## config.mk

```make
export PLATFORM = sky130hd
export DESIGN_NAME = joy_serial_reader_flat
export DESIGN_NICKNAME = d
export VERILOG_FILES = /design/src/rtl/joy_serial_reader_if.sv /design/src/rtl/joy_serial_reader.sv /design/src/flat_wrapper.sv
export SDC_FILE = /design/constraint.sdc
export NUM_CORES = 1
export LEC_CHECK = 0
export CAP_MARGIN = 15
export CORE_MARGIN = 2
export CORE_UTILIZATION = 30
export CTS_BUF_LIST = sky130_fd_sc_hd__clkbuf_2 sky130_fd_sc_hd__clkbuf_4 sky130_fd_sc_hd__clkbuf_8
export DETAILED_ROUTE_END_ITERATION = 8
export GPL_TIMING_DRIVEN = 0
export SETUP_SLACK_MARGIN = 0.1
export SYNTH_ARGS = -nofsm -noshare
export SYNTH_HDL_FRONTEND = slang
export SYNTH_SLANG_ARGS = --single-unit
```

## constraint.sdc

```tcl
create_clock -name clk_sys -period 6.26 [get_ports clk_sys]
set_input_delay 1.252 -clock clk_sys [delete_from_list [all_inputs] [get_ports clk_sys]]
set_output_delay 1.252 -clock clk_sys [all_outputs]
set_load 0.1 [all_outputs]
```

## src/rtl/joy_serial_reader_if.sv

```systemverilog
// Pin bundle between joy_serial_reader and the external joystick shift chain.
// The slave modport is the reader; the master modport is the chain/host side.
interface joy_serial_reader_if #(
  parameter int NUM_PLAYERS = 2
);
  logic                        joy_data;
  logic                        osd_mask;
  logic                        joy_clk;
  logic                        joy_load;
  logic [NUM_PLAYERS*16-1:0]   joystick;
  logic                        frame_done;

  modport master (
    output joy_data, osd_mask,
    input  joy_clk, joy_load, joystick, frame_done
  );

  modport slave (
    input  joy_data, osd_mask,
    output joy_clk, joy_load, joystick, frame_done
  );
endinterface

```

## src/rtl/joy_serial_reader.sv

```systemverilog
// Polls a parallel-load serial joystick chain and presents one atomic frame per player.
// Define JOY_SERIAL_DEBOUNCE_EN to accept a frame only when two consecutive raw frames match.
module joy_serial_reader #(
  parameter int NUM_PLAYERS     = 2,
  parameter int BITS_PER_PLAYER = 12,
  parameter int CLK_DIV         = 8,
  parameter int FRAME_GAP       = 1024
) (
  input  logic               clk_sys,
  input  logic               reset_n,
  joy_serial_reader_if.slave bus
);

  localparam int TOTAL = NUM_PLAYERS * BITS_PER_PLAYER;
  localparam int CNT_W = $clog2(TOTAL + 1);
  localparam logic [7:0]       DIV_LAST = 8'(CLK_DIV - 1);
  localparam logic [15:0]      GAP_LAST = (FRAME_GAP == 0) ? 16'd0 : 16'(FRAME_GAP - 1);
  localparam logic [CNT_W-1:0] BIT_LAST = CNT_W'(TOTAL - 1);

  typedef enum logic [1:0] {ST_GAP, ST_LOAD, ST_SHIFT, ST_UPDATE} state_t;

  state_t                    state;
  logic [7:0]                div;
  logic                      tick;
  logic                      phase;
  logic [CNT_W-1:0]          bit_cnt;
  logic [15:0]               gap_cnt;
  logic [1:0]                sync;
  logic [TOTAL-1:0]          shreg;
  logic [TOTAL-1:0]          frame_q;
  logic                      clk_q;
  logic                      load_q;
  logic                      done_q;
  logic [NUM_PLAYERS*16-1:0] joy_map;
`ifdef JOY_SERIAL_DEBOUNCE_EN
  logic [TOTAL-1:0]          prev_q;
`endif

  assign tick = (div == DIV_LAST);

  always_ff @(posedge clk_sys or negedge reset_n) begin
    if (!reset_n) sync <= '1;
    else          sync <= {sync[0], bus.joy_data};
  end

  always_ff @(posedge clk_sys or negedge reset_n) begin
    if (!reset_n) begin
      state   <= ST_LOAD;
      div     <= '0;
      phase   <= 1'b0;
      bit_cnt <= '0;
      gap_cnt <= '0;
      shreg   <= '0;
      frame_q <= '0;
      clk_q   <= 1'b0;
      load_q  <= 1'b1;
      done_q  <= 1'b0;
`ifdef JOY_SERIAL_DEBOUNCE_EN
      prev_q  <= '0;
`endif
    end else begin
      done_q <= 1'b0;
      div    <= tick ? '0 : div + 8'd1;
      case (state)
        ST_LOAD: begin
          load_q <= 1'b0;
          clk_q  <= 1'b0;
          if (tick) begin
            state   <= ST_SHIFT;
            load_q  <= 1'b1;
            phase   <= 1'b0;
            bit_cnt <= '0;
          end
        end
        ST_SHIFT: begin
          if (tick) begin
            if (!phase) begin
              // Shift in at the top so the first bit ends up at index 0.
              shreg <= TOTAL'({~sync[1], shreg} >> 1);
              clk_q <= 1'b1;
              phase <= 1'b1;
            end else begin
              clk_q <= 1'b0;
              phase <= 1'b0;
              if (bit_cnt == BIT_LAST) begin
                state  <= ST_UPDATE;
                done_q <= 1'b1;
              end else begin
                bit_cnt <= bit_cnt + 1'b1;
              end
            end
          end
        end
        ST_UPDATE: begin
`ifdef JOY_SERIAL_DEBOUNCE_EN
          if (shreg == prev_q) frame_q <= shreg;
          prev_q <= shreg;
`else
          frame_q <= shreg;
`endif
          gap_cnt <= '0;
          if (FRAME_GAP == 0) begin
            state <= ST_LOAD;
            div   <= '0;
          end else begin
            state <= ST_GAP;
          end
        end
        ST_GAP: begin
          if (gap_cnt == GAP_LAST) begin
            state <= ST_LOAD;
            div   <= '0;
          end else begin
            gap_cnt <= gap_cnt + 16'd1;
          end
        end
        default: state <= ST_LOAD;
      endcase
    end
  end

  always_comb begin
    joy_map = '0;
    for (int unsigned p = 0; p < unsigned'(NUM_PLAYERS); p++)
      for (int unsigned b = 0; b < unsigned'(BITS_PER_PLAYER); b++)
        joy_map[p*16 + b] = frame_q[p*BITS_PER_PLAYER + b];
  end

  assign bus.joy_clk    = clk_q;
  assign bus.joy_load   = load_q;
  assign bus.frame_done = done_q;
  assign bus.joystick   = bus.osd_mask ? '0 : joy_map;

endmodule

```

## src/flat_wrapper.sv

```systemverilog
// flat-port wrapper written by rule: the top's interface ports become plain ports
module joy_serial_reader_flat 
#(
  parameter int NUM_PLAYERS     = 2,
  parameter int BITS_PER_PLAYER = 12,
  parameter int CLK_DIV         = 8,
  parameter int FRAME_GAP       = 1024
)
  (clk_sys, reset_n, bus_joy_data, bus_osd_mask, bus_joy_clk, bus_joy_load, bus_joystick, bus_frame_done);
  joy_serial_reader_if #(.NUM_PLAYERS(NUM_PLAYERS)) bus_i ();
  input  logic clk_sys;
  input  logic reset_n;
  input wire logic [$bits(bus_i.joy_data)-1:0] bus_joy_data;
  input wire logic [$bits(bus_i.osd_mask)-1:0] bus_osd_mask;
  output wire logic [$bits(bus_i.joy_clk)-1:0] bus_joy_clk;
  output wire logic [$bits(bus_i.joy_load)-1:0] bus_joy_load;
  output wire logic [$bits(bus_i.joystick)-1:0] bus_joystick;
  output wire logic [$bits(bus_i.frame_done)-1:0] bus_frame_done;
  assign bus_i.joy_data = bus_joy_data;
  assign bus_i.osd_mask = bus_osd_mask;
  assign bus_joy_clk = bus_i.joy_clk;
  assign bus_joy_load = bus_i.joy_load;
  assign bus_joystick = bus_i.joystick;
  assign bus_frame_done = bus_i.frame_done;
  joy_serial_reader #(.NUM_PLAYERS(NUM_PLAYERS), .BITS_PER_PLAYER(BITS_PER_PLAYER), .CLK_DIV(CLK_DIV), .FRAME_GAP(FRAME_GAP)) u_core (.clk_sys(clk_sys), .reset_n(reset_n), .bus(bus_i));
endmodule
```

==> results.cfg <==
[drt]
drt_iter0_markers = 138
wl_met2_um = 3650
highest_layer = met4
dr_wl_met3_um = 227
wl_met1_um = 3320
routed_wl_um = 7380
wl_per_cell_um = 13.1
firstDrtPassIters = 4
detailroute.via_count = 2688
postRouteAntennaNets = 0
vias_per_cell = 4.77
drt_drc_violations_left = 0

[power]
total_power_uw = 941
power.density_nw_per_um2 = 197
peakVddDrop_uv = 76.6
leakage_nw = 2.25

[sta]
timing.slew.headroom_pct = 33.3
worst_clock_skew_ns = 0.00744
min_period_over_period_pct = 74.8
finalSetupTns_ns = 0
tightest_slew_ns = 0.998
whs_ns = 0.359
hold_violations = 0
drv_slew = 0
rsz0062_at_grt = no
setup_violations = 0
period_needed_ns = 4.68
fmax_mhz = 214
fin_ws_ns = 1.58

[worst_setup_path]
cp_cell_sequence = clkdlybuf4s50_1 -> clkbuf_1 -> nor2b_1 -> clkdlybuf4s50_1
cpMaxStageDelayCell = clkdlybuf4s50_1
worstSetupStartpointType = input port
crit_fanout = 10
crit_top_cell = clkdlybuf4s50_1
cp.buffers_inverters = 3
critPathArrivalTime_ns = 3.43
path_delay_family = buffers and inverters
crit_type = in2out
critPathCaptureType = output port
required_ns = 5.01
critPathMaxStageDelay_ns = 1.15

[final_layout]
final_cell_mix = dfrtp_1 (81), mux2_2 (49), clkdlybuf4s50_1 (29)
area_delta_synth_final_pct = 18.6
final_layout_size_suffix_gt1_share_pct = 24.3
layoutNonFillerInstCount = 563
multi_input_area_um2 = 1770
design_area_um2 = 4770
finish.utilization_pct = 36.2
seq_area_um2 = 2130
n_antenna_cell = 0
final_common_cell = dfrtp_1
fillCellCount = 1280
nets = 393

[floorplanning]
die_h_um = 120
die_w_um = 120
initial_utilization_pct = 30.5
ios = 39
die_area_um2 = 14400
coreArea_um2 = 13200
rows = 42

[place]
place_hpwl_um = 5220
place_inst = 547
place_ws_ns = 1.54
portBuffers = 30
placed_cell_area_um2 = 4600
place_congestion = 0.806

[synthesis]
syn_area_um2 = 4030
synthDistinctLibCells = 59
synth_edf_count = 0
synth_warnings = 0
yosysSeqAreaShare_pct = 53.0
synth_cells = 333
async_flop_share_pct = 100
ys_ff_latch = 85
synthFlopType = dfrtp_1
avgSynthCellArea_um2 = 12.1

[grt]
grt_pass1_vias = 2749
grt_antenna_before_repair = 0
grt_max_degree = 56
grt.overflow.total = 0
grt_pass1_wl_um = 13100
grt_util_all_layers_pct = 11.3

[clocking]
cts_tree = built
clk_path_buf_depth = 2
cts_resized = 0
cts_max_level = 3
cts.clk_slew.worst_paths_ns = 0.08
cts_buffers = 9
holdBufCountCts = 0
clk_latency_ns = 0.36
cts-root-buf = clkbuf_8
cts_sinks = 85
post_cts_buffers = 0

[min_path]
hold_class = reg2reg

[run]
max_cap_viol_count = 0

[status]
status = finished, final reports clean
## cell type report
| class | instances | area share [%] |
|---|---|---|
| buffer | 22 | 2.70 |
| clock buffer | 11 | 2.91 |
| clock inverter | 5 | 0.786 |
| inverter | 5 | 0.393 |
| multi-input combinational | 228 | 37.1 |
| sequential | 85 | 44.7 |
| tap | 176 | 4.61 |
| timing repair buffer | 31 | 6.82 |
## synth_stat cells, types with 5 or more instances
cell type | number | area (um^2)
nor3_1 | 5 | 25.0
ha_1 | 7 | 87.6
mux2i_1 | 7 | 70.1
xor2_1 | 6 | 52.6
nand3_1 | 22 | 110
nand2_1 | 15 | 56.3
a211o_1 | 6 | 52.6
buf_4 | 8 | 60.1
nor2b_1 | 25 | 156
clkbuf_1 | 11 | 41.3
dfrtp_1 | 81 | 2030
mux2_2 | 49 | 552
o21ai_0 | 7 | 35.0
nor2_1 | 12 | 45.0
## worst paths after layout
path	startpoint	endpoint	slack, ns	cells after the start
max	bus_osd_mask	bus_joystick[6]	1.58	4
max reg2reg	u_core.div[0]$_DFF_PN0_	u_core.shreg[6]$_DFFE_PN0P_	3.89	5
max in group asynchronous	reset_n	u_core.state[0]$_DFFE_PN1P_	4.80	2
min in group asynchronous	reset_n	u_core.bit_cnt[3]$_DFFE_PN0P_	0.82	1
min reg2reg	u_core.sync[0]$_DFF_PN1_	u_core.sync[1]$_DFF_PN1_	0.36	0
min	u_core.sync[0]$_DFF_PN1_	u_core.sync[1]$_DFF_PN1_	0.36	0
## metal layers
layer	up-vias	global-route usage, %
met3	14	1.90
met4	0	6.47
met5	-	0
met1	1334	14.1
li1	1285	-
met2	55	18.7
## kinds of logic (layout without fill, tap and decap cells)
| family | Yosys count | count (layout) | share of synthesized area (%) |
|---|---|---|---|
| flops | 85 | 85 | 53.0 |
| fa+ha+maj | 7 | 7 | 2.18 |
| compound gates | 34 | 34 | 6.81 |
| buf+inv | 27 | 74 | 3.67 |
| other cells | 1 | 8 | 0.0932 |
| xor+xnor | 8 | 8 | 1.74 |
| simple gates | 115 | 115 | 17.1 |
| mux | 56 | 56 | 15.4 |
## where the power goes
group / internal, mW / switching (mW)
sequential: 0.550 / 0.000131
clock: 0.154 / 0.196
combinational: 0.00697 / 0.0346
total: 0.710 / 0.231
## flip-flops by register name (all words and copies together), names as in the netlist
name,count
u_core.phase,1
u_core.bus.joy_clk,1
u_core.state,2
u_core.bus.joy_load,1
u_core.shreg,24
u_core.gap_cnt,16
u_core.bus.frame_done,1
u_core.bit_cnt,5
u_core.frame_q,24
u_core.div,8
u_core.sync,2
Power figures use the tool's default switching activity.
